`config.mk`:
```
export PLATFORM = sky130hd
export DESIGN_NAME = display_scan_mux_flat
export DESIGN_NICKNAME = d
export VERILOG_FILES = /design/src/rtl/display_scan_mux_if.sv /design/src/rtl/display_scan_mux.sv /design/src/flat_wrapper.sv
export SDC_FILE = /design/constraint.sdc
export NUM_CORES = 1
export LEC_CHECK = 0
export CORE_UTILIZATION = 48
export CTS_CLUSTER_DIAMETER = 100
export CTS_CLUSTER_SIZE = 20
export DETAILED_ROUTE_END_ITERATION = 12
export PLACE_DENSITY = 0.81
export RECOVER_POWER = 25
export SLEW_MARGIN = 20
export SYNTH_ARGS = -nofsm -noshare
export SYNTH_HDL_FRONTEND = slang
export SYNTH_SLANG_ARGS = --single-unit
```
`constraint.sdc`:
```
create_clock -name clk -period 2 [get_ports clk]
set_input_delay 0.3 -clock clk [delete_from_list [all_inputs] [get_ports clk]]
set_output_delay 0.3 -clock clk [all_outputs]
set_load 0.05 [all_outputs]
```
`src/rtl/display_scan_mux_if.sv`:
```
// Signal bundle between a segment-pattern source and the display scan multiplexer.
// The source side drives patterns and controls; the scan side drives the display pins.
interface display_scan_mux_if;
   logic [7:0] l1;
   logic [7:0] l2;
   logic [7:0] l3;
   logic       en;
   logic       blank_lz;
   logic       blink;
   logic [2:0] dp_mask;
   logic [7:0] seg;
   logic [2:0] an;
   logic       frame_start;

   modport master (
      output l1, l2, l3, en, blank_lz, blink, dp_mask,
      input  seg, an, frame_start
   );

   modport slave (
      input  l1, l2, l3, en, blank_lz, blink, dp_mask,
      output seg, an, frame_start
   );
endinterface

```
`src/rtl/display_scan_mux.sv`:
```
// Three-digit 7-segment scan driver: per-frame snapshot, blank gaps between digits,
// leading-zero suppression, DP overlay, blink and enable gating, registered outputs.
module display_scan_mux #(
   parameter int unsigned DIGIT_CYCLES   = 50000,
   parameter int unsigned BLANK_CYCLES   = 500,
   parameter int unsigned BLINK_FRAMES   = 64,
   parameter bit          SEG_ACTIVE_LOW = 1'b1,
   parameter bit          AN_ACTIVE_LOW  = 1'b1
) (
   input logic                clk,
   input logic                reset,
   display_scan_mux_if.slave  io_disp
);

   localparam int unsigned CW      = $clog2(DIGIT_CYCLES);
   localparam int unsigned FW      = $clog2(BLINK_FRAMES);
   localparam logic [7:0]  ZERO    = 8'hFC;
   localparam logic [7:0]  SEG_OFF = SEG_ACTIVE_LOW ? 8'hFF : 8'h00;
   localparam logic [2:0]  AN_OFF  = AN_ACTIVE_LOW ? 3'b111 : 3'b000;

   typedef enum logic [1:0] {
      SLOT_L1 = 2'd0,
      SLOT_L2 = 2'd1,
      SLOT_L3 = 2'd2
   } slot_e;

   logic [CW-1:0] r_cnt,  w_cnt_nxt;
   slot_e         r_idx,  w_idx_nxt;
   logic [FW-1:0] r_fcnt, w_fcnt_nxt;
   logic [7:0]    r_s1, r_s2, r_s3;
   logic [7:0]    w_s1_nxt, w_s2_nxt, w_s3_nxt;
   logic [7:0]    r_seg, w_seg_nxt;
   logic [2:0]    r_an,  w_an_nxt;
   logic          r_fs,  w_fs_nxt;

   logic          w_sup1, w_sup2, w_sup;
   logic          w_dark;
   logic [7:0]    w_pat;
   logic [2:0]    w_sel;

   always_ff @(posedge clk) begin
      if (reset) begin
         r_cnt  <= '0;
         r_idx  <= SLOT_L1;
         r_fcnt <= '0;
         r_s1   <= '0;
         r_s2   <= '0;
         r_s3   <= '0;
         r_seg  <= SEG_OFF;
         r_an   <= AN_OFF;
         r_fs   <= 1'b0;
      end else begin
         r_cnt  <= w_cnt_nxt;
         r_idx  <= w_idx_nxt;
         r_fcnt <= w_fcnt_nxt;
         r_s1   <= w_s1_nxt;
         r_s2   <= w_s2_nxt;
         r_s3   <= w_s3_nxt;
         r_seg  <= w_seg_nxt;
         r_an   <= w_an_nxt;
         r_fs   <= w_fs_nxt;
      end
   end

   always_comb begin
      w_cnt_nxt  = r_cnt + CW'(1);
      w_idx_nxt  = r_idx;
      w_fcnt_nxt = r_fcnt;
      w_s1_nxt   = r_s1;
      w_s2_nxt   = r_s2;
      w_s3_nxt   = r_s3;
      w_fs_nxt   = 1'b0;

      if (r_cnt == CW'(DIGIT_CYCLES - 1)) begin
         w_cnt_nxt = '0;
         case (r_idx)
            SLOT_L1: w_idx_nxt = SLOT_L2;
            SLOT_L2: w_idx_nxt = SLOT_L3;
            default: w_idx_nxt = SLOT_L1;
         endcase
      end

      if ((r_cnt == '0) && (r_idx == SLOT_L1)) begin
         w_s1_nxt   = io_disp.l1;
         w_s2_nxt   = io_disp.l2;
         w_s3_nxt   = io_disp.l3;
         w_fcnt_nxt = r_fcnt + FW'(1);
         w_fs_nxt   = 1'b1;
      end
   end

   // cnt=0 is always inside the blank gap, so the snapshot loaded on the frame
   // edge is already in r_s* before any digit of that frame is lit.
   always_comb begin
      w_sup1 = io_disp.blank_lz && (r_s1 == ZERO);
      w_sup2 = w_sup1 && (r_s2 == ZERO);
      w_pat  = '0;
      w_sel  = '0;
      w_sup  = 1'b0;

      case (r_idx)
         SLOT_L1: begin
            w_pat = r_s1 | {7'b0, io_disp.dp_mask[2]};
            w_sel = 3'b100;
            w_sup = w_sup1;
         end
         SLOT_L2: begin
            w_pat = r_s2 | {7'b0, io_disp.dp_mask[1]};
            w_sel = 3'b010;
            w_sup = w_sup2;
         end
         SLOT_L3: begin
            w_pat = r_s3 | {7'b0, io_disp.dp_mask[0]};
            w_sel = 3'b001;
         end
         default: begin
            w_pat = '0;
            w_sel = '0;
         end
      endcase

      // Upper half of the power-of-two frame count is the blink-off half.
      w_dark = !io_disp.en
             || (io_disp.blink && r_fcnt[FW-1])
             || (r_cnt < CW'(BLANK_CYCLES))
             || w_sup;

      if (w_dark) begin
         w_seg_nxt = SEG_OFF;
         w_an_nxt  = AN_OFF;
      end else begin
         w_seg_nxt = SEG_ACTIVE_LOW ? ~w_pat : w_pat;
         w_an_nxt  = AN_ACTIVE_LOW ? ~w_sel : w_sel;
      end
   end

   assign io_disp.seg         = r_seg;
   assign io_disp.an          = r_an;
   assign io_disp.frame_start = r_fs;

endmodule

```
`src/flat_wrapper.sv`:
```
// flat-port wrapper written by rule: the top's interface ports become plain ports
module display_scan_mux_flat 
#(
   parameter int unsigned DIGIT_CYCLES   = 50000,
   parameter int unsigned BLANK_CYCLES   = 500,
   parameter int unsigned BLINK_FRAMES   = 64,
   parameter bit          SEG_ACTIVE_LOW = 1'b1,
   parameter bit          AN_ACTIVE_LOW  = 1'b1
)
  (clk, reset, io_disp_l1, io_disp_l2, io_disp_l3, io_disp_en, io_disp_blank_lz, io_disp_blink, io_disp_dp_mask, io_disp_seg, io_disp_an, io_disp_frame_start);
  display_scan_mux_if io_disp_i ();
  input logic clk;
  input logic reset;
  input wire logic [$bits(io_disp_i.l1)-1:0] io_disp_l1;
  input wire logic [$bits(io_disp_i.l2)-1:0] io_disp_l2;
  input wire logic [$bits(io_disp_i.l3)-1:0] io_disp_l3;
  input wire logic [$bits(io_disp_i.en)-1:0] io_disp_en;
  input wire logic [$bits(io_disp_i.blank_lz)-1:0] io_disp_blank_lz;
  input wire logic [$bits(io_disp_i.blink)-1:0] io_disp_blink;
  input wire logic [$bits(io_disp_i.dp_mask)-1:0] io_disp_dp_mask;
  output wire logic [$bits(io_disp_i.seg)-1:0] io_disp_seg;
  output wire logic [$bits(io_disp_i.an)-1:0] io_disp_an;
  output wire logic [$bits(io_disp_i.frame_start)-1:0] io_disp_frame_start;
  assign io_disp_i.l1 = io_disp_l1;
  assign io_disp_i.l2 = io_disp_l2;
  assign io_disp_i.l3 = io_disp_l3;
  assign io_disp_i.en = io_disp_en;
  assign io_disp_i.blank_lz = io_disp_blank_lz;
  assign io_disp_i.blink = io_disp_blink;
  assign io_disp_i.dp_mask = io_disp_dp_mask;
  assign io_disp_seg = io_disp_i.seg;
  assign io_disp_an = io_disp_i.an;
  assign io_disp_frame_start = io_disp_i.frame_start;
  display_scan_mux #(.DIGIT_CYCLES(DIGIT_CYCLES), .BLANK_CYCLES(BLANK_CYCLES), .BLINK_FRAMES(BLINK_FRAMES), .SEG_ACTIVE_LOW(SEG_ACTIVE_LOW), .AN_ACTIVE_LOW(AN_ACTIVE_LOW)) u_core (.clk(clk), .reset(reset), .io_disp(io_disp_i));
endmodule
```
* Word level (Yosys, flattened, before mapping)
Cells that the tools add are included.
** Cells by class
- Add/subtract/negate cells :: 2
- $lt $le $gt $ge :: 1
- Equality and inequality tests :: 5
- Muxes and demuxes :: 5
- Bitwise gates (word level) :: 5
- Reduce and logical (&&, ||, !) cells :: 12
** Operators with widths (count)
- bitwise OR 8 x 1 -> 8 bit :: 3
- one-hot mux 8 bit (3 select lines) :: 1
- adder 16 x 1 -> 16 bit (second input constant) :: 1
- equality test 16 bit (second input constant) :: 1
- equality test 8 bit (second input constant) :: 2
- zero test 16 bit :: 1
- less-than comparator 16 x 9 -> 1 bit (second input constant) :: 1
- one-hot mux 3 bit (3 select lines) :: 1
- NOT 8 bit :: 1
- adder 6 x 1 -> 6 bit (second input constant) :: 1
- logical AND 1 bit :: 4
- one-hot mux 2 bit (2 select lines) :: 1
- OR reduction 2 bit :: 2
- logical OR 1 bit :: 3
- NOT 3 bit :: 1
- equality test 2 x 1 -> 1 bit (second input constant) :: 1
- equality test 2 bit (second input constant) :: 1
- zero test 2 bit :: 1
- one-hot mux 1 bit (2 select lines) :: 1
- zero test 1 bit :: 1
- 2-to-1 mux 1 bit :: 1
** Word-level totals
- Bits in registers :: 60
- Bits of input ports :: 32
- Output and inout bits :: 12
- Logic and storage cells :: 39

* Logic depth before layout (Yosys ltp)
- Depth in word-level cells :: 6
- Depth in mapped cells :: 6
- Mapped depth without buffers :: 5

* Worst setup path after synthesis
Ideal clock, no wire load.
- Kind :: register to register
- Start :: register u_core.r_cnt[0]
- End :: register u_core.r_cnt[10]
- Setup time :: 0.117 ns
- Arrival :: 1.836 ns
- Required time :: 1.883 ns
- Path slack :: 0.047 ns
- Cell stages (with the launch flop) :: 7
- Path buffers :: 1
- Period minus slack after synthesis :: 1.953 ns
- Cells stage by stage :: dfxtp_1 -> ha_1 -> nand3_1 -> or4_1 -> o21bai_2 -> buf_2 -> nor2_1
** On the way
- Word-level cells in the longest chain between the ends :: 2
- Elaborated cells on any way between the ends :: 3
- Classes of those cells :: add/sub: 1; eq/ne: 1; reduce/logical: 1
** Ends and longest elaborated chain
- start, declared :: line display_scan_mux.sv:27 : logic [CW-1:0] r_cnt, w_cnt_nxt;
- start signal, assigned :: line display_scan_mux.sv:53 : r_cnt <= w_cnt_nxt;
- parallel branches: the longest is 2 deep, another holds adder 16 x 1 -> 16 bit
Parallel ways; which one is timed is not known.
A chain may end at the register's enable or synchronous reset.

* Worst setup path after layout
- Start :: register u_core.r_cnt[11]
- End :: register u_core.r_fcnt[5]
** On the way
- Word-level cells in the longest chain between the ends :: 2
** Ends and longest elaborated chain
- zero test 16 bit :: line display_scan_mux.sv:83 : if ((r_cnt == '0) && (r_idx == SLOT_L1)) begin
- logical AND 1 bit :: line display_scan_mux.sv:83
- end signal, assigned :: line display_scan_mux.sv:55 : r_fcnt <= w_fcnt_nxt;
- end, declared :: line display_scan_mux.sv:29 : logic [FW-1:0] r_fcnt, w_fcnt_nxt;
No other way between the ends.

==> impl_metrics.yaml <==
run_status:
  outcome: "finished with violations"
  failed_checks: "setup timing"
synthesis:
  synth.cell_area_sq_um: 2840
  yosys_most_used_dff: "sky130_fd_sc_hd__dfxtp_1"
  ys.warnings.count: 0
  synthArstFlopShare: 0
  synth.ff_latch_count: 60
  synthCells: 305
  yosysTopAreaCellShare: 0.423
  postSynthNetCount: 340
  avgSynthCellArea_sq_um: 9.32
  synth-seq-area-share: 0.423
  synthTopCellsByCount: "sky130_fd_sc_hd__dfxtp_1 (60), sky130_fd_sc_hd__nand2b_1 (50), sky130_fd_sc_hd__mux2i_1 (32), sky130_fd_sc_hd__nor2_1 (26), sky130_fd_sc_hd__nand2_1 (16)"
  netlist-cell-type-count: 43
  synth_most_common_cell: "sky130_fd_sc_hd__dfxtp_1"
  synth_area_leader_cell: "sky130_fd_sc_hd__dfxtp_1"
  synth_edf_count: 0
  synth.area.top_cells: "sky130_fd_sc_hd__dfxtp_1 (42%), sky130_fd_sc_hd__mux2i_1 (11%), sky130_fd_sc_hd__nand2b_1 (11%)"
cells_and_area:
  finalCoreUtilization: 0.675
  fillers: 415
  area_growth_syn_to_layout_pct: 33.2
  antenna-diode-count: 0
  nNetsFinal: 400
  final_layout_size_suffix_gt1_frac: 0.146
timing:
  timing.final.max_slew_violations: 0
  transition_at_the_pin_with_the_smallest_max_transition_slack_ns: 0.506
  min_period_over_period: 1.01
  worst_slack_ns: -0.0133
  final-hold-violation-count: 0
  fmax_mhz: 497
  clock_skews_ns: 0.0109
  worst_slew_margin_rel: 0.662
  layout_min_cycle_time_ns: 2.01
  setup_viol: 1
  grt_setup_unrepaired: "true"
worst_setup_path:
  cp_slowest_cell: "sky130_fd_sc_hd__or4_4"
  critPathArrivalTime_ns: 2.24
  cp.required_ns: 2.22
  crit_path_max_fanout: 5
  slowest_cell_delay_on_critical_path_ns: 0.55
  crit_type: "flip-flop to flip-flop"
  r2r_cells: 5
  crit_path_start_kind: "flip-flop"
  critical_path_depth: 5
  critical_path.endpoint_type: "flip-flop"
  cp_top_delay_family: "simple AND/OR/NAND/NOR gates"
  worstPathBufferInverterCount: 1
  cell_breakdown_of_the_critical_path: "or2_1 -> or4_4 -> buf_12 -> nor4_4 -> mux2_4"
drt:
  routed_wire_length_per_instance_um: 15.0
  drt_pass1_iterations: 4
  total_number_of_vias: 2419
  drt-initial-drc-count: 155
  final_antenna_net_count: 0
  detail_route.drc_violations: 0
  wirelength_um: 6610
  vias_per_inst: 5.47
cts:
  ctsHtreeMaxLevel: 3
  cts_hold_buf: 0
  clkLatencyLatePin_ns: 0.34
  tritoncts_clock_tree: "built"
  clkSlewWorstSetupHoldPaths_ns: 0.07
  cts-buffers-inserted: 9
  cts_num_sinks: 60
  root_buffer: "sky130_fd_sc_hd__clkbuf_8"
  clockBufferDepth: 2
flow_run:
  max_cap_violations: 0
die:
  initial_utilization: 0.507
  die_area_sq_um: 6230
  core_area_sq_um: 5610
  io_pins: 44
  rows: 27
  die_y_um: 79.0
  floorplan.die.width_um: 79.0
power:
  leakagePower_nw: 1.42
  ir_worst_vdd_uv: 464
  pwr_density_nw_per_um2: 699
min_path:
  min_path_cells: 2
  holdCritPathClass: "flip-flop to flip-flop"
global_route:
  antenna_violations_before_repair: 0
  grt_start_max_net_pins: 41
  grt_first_pass_wirelength_um: 9670
  global_route.usage.total: 0.205
  remaining_global_route_overflow: 0
  via_count_of_the_first_global_routing_pass: 2238
placed_design:
  detailedPlacementHpwl_um: 4030
  globalplace.congestion: 0.868
  pre_cts_ws_ns: -0.00387
  port_buffers: 43
## metal layers
layer  part of all wire  track usage
met1               0.42        0.226
met2               0.50        0.348
met4              0.021       0.0982
met5                  0            0
met3              0.060       0.0747
## what timing repair did
item                                    4_1_cts  5_1_grt
gates cloned                                  0        2
hold endpoints to repair                      0        0
resized for setup                             1       21
endpoints found under the setup margin        1       27
buffers inserted                              0        9
pin swaps                                     0        7
## state kept, by name (all words and copies together) (netlist names)
register                    cells
u_core.io_disp.an               3
u_core.io_disp.frame_start      1
u_core.io_disp.seg              8
u_core.r_cnt                   16
u_core.r_fcnt                   6
u_core.r_idx                    2
u_core.r_s1                     8
u_core.r_s2                     8
u_core.r_s3                     8
## final timing paths
path | start | slack (ns) | end
max | u_core.r_cnt[11] | -0.01 | u_core.r_fcnt[5]
min reg2reg | u_core.r_s3[6] | 0.49 | u_core.r_s3[6]
min | u_core.r_s3[6] | 0.49 | u_core.r_s3[6]
max reg2reg | u_core.r_cnt[11] | -0.01 | u_core.r_fcnt[5]
## kinds of logic after synthesis
kind of cell | share of synthesized area
compound gates | 0.0524
xor+xnor | 0.0431
fa+ha+maj | 0.0132
buf+inv | 0.0436
flops | 0.423
mux | 0.129
simple gates | 0.297
## cell usage in the layout (no fill, tap or decap), drive strengths merged, types with 2 or more instances in the layout
| cell type | count |
|---|---|
| nor3 | 4 |
| and4 | 4 |
| o2111ai | 3 |
| xor2 | 8 |
| nor2b | 5 |
| clkinvlp | 2 |
| nand3 | 9 |
| clkbuf | 14 |
| or4 | 6 |
| nand4b | 2 |
| mux2i | 32 |
| ha | 3 |
| nor4 | 8 |
| nand2b | 50 |
| nor2 | 26 |
| a21oi | 3 |
| a211oi | 2 |
| dfxtp | 60 |
| mux2 | 4 |
| buf | 22 |
| and2 | 2 |
| clkdlybuf4s50 | 31 |
| o21ai | 5 |
| or2 | 2 |
| dlygate4sd3 | 12 |
| xnor2 | 6 |
| nand2 | 16 |
| clkinv | 2 |
| nand4 | 9 |
| inv | 6 |
## worst register-to-register path, cell delays in order (launching register included)
cell	delay, ns
sky130_fd_sc_hd__dfxtp_4	0.36
sky130_fd_sc_hd__or2_1	0.22
sky130_fd_sc_hd__or4_4	0.55
sky130_fd_sc_hd__buf_12	0.17
sky130_fd_sc_hd__nor4_4	0.26
sky130_fd_sc_hd__mux2_4	0.34
## metrics by stage
step | cell area [sq um] | instances | hold slack [ns] | setup TNS, ns | power [W]
after floorplan | 2840 | 305 | 0.437 | 0 | 0.00153
after global placement | 3370 | 415 | 0.451 | 0 | 0.00164
after detailed placement | 3370 | 415 | 0.467 | -0.00387 | 0.00165
after CTS | 3550 | 431 | 0.482 | 0 | 0.00258
after global routing | 3790 | 442 | 0.509 | -0.286 | 0.00276
final | 3790 | 442 | 0.490 | -0.0133 | 0.00265
## area by class of cell
type | count | area, sq um | share of cell area
Inverter | 6 | 22.5 | 0.00595
Sequential cell | 60 | 1200 | 0.318
Clock buffer | 12 | 145 | 0.0383
Timing Repair Buffer | 67 | 691 | 0.182
Multi-Input combinational cell | 221 | 1610 | 0.425
Clock inverter | 4 | 25.0 | 0.00661
Tap cell | 72 | 90.1 | 0.0238
## where the power goes
group          switching [W]  internal, W  leakage (nW)
Sequential         0.0000544      0.00126         0.491
Clock               0.000465     0.000479        0.0824
Combinational       0.000164     0.000228         0.843
Total               0.000683      0.00196          1.42
No activity file was read; power rests on OpenSTA's default activity.
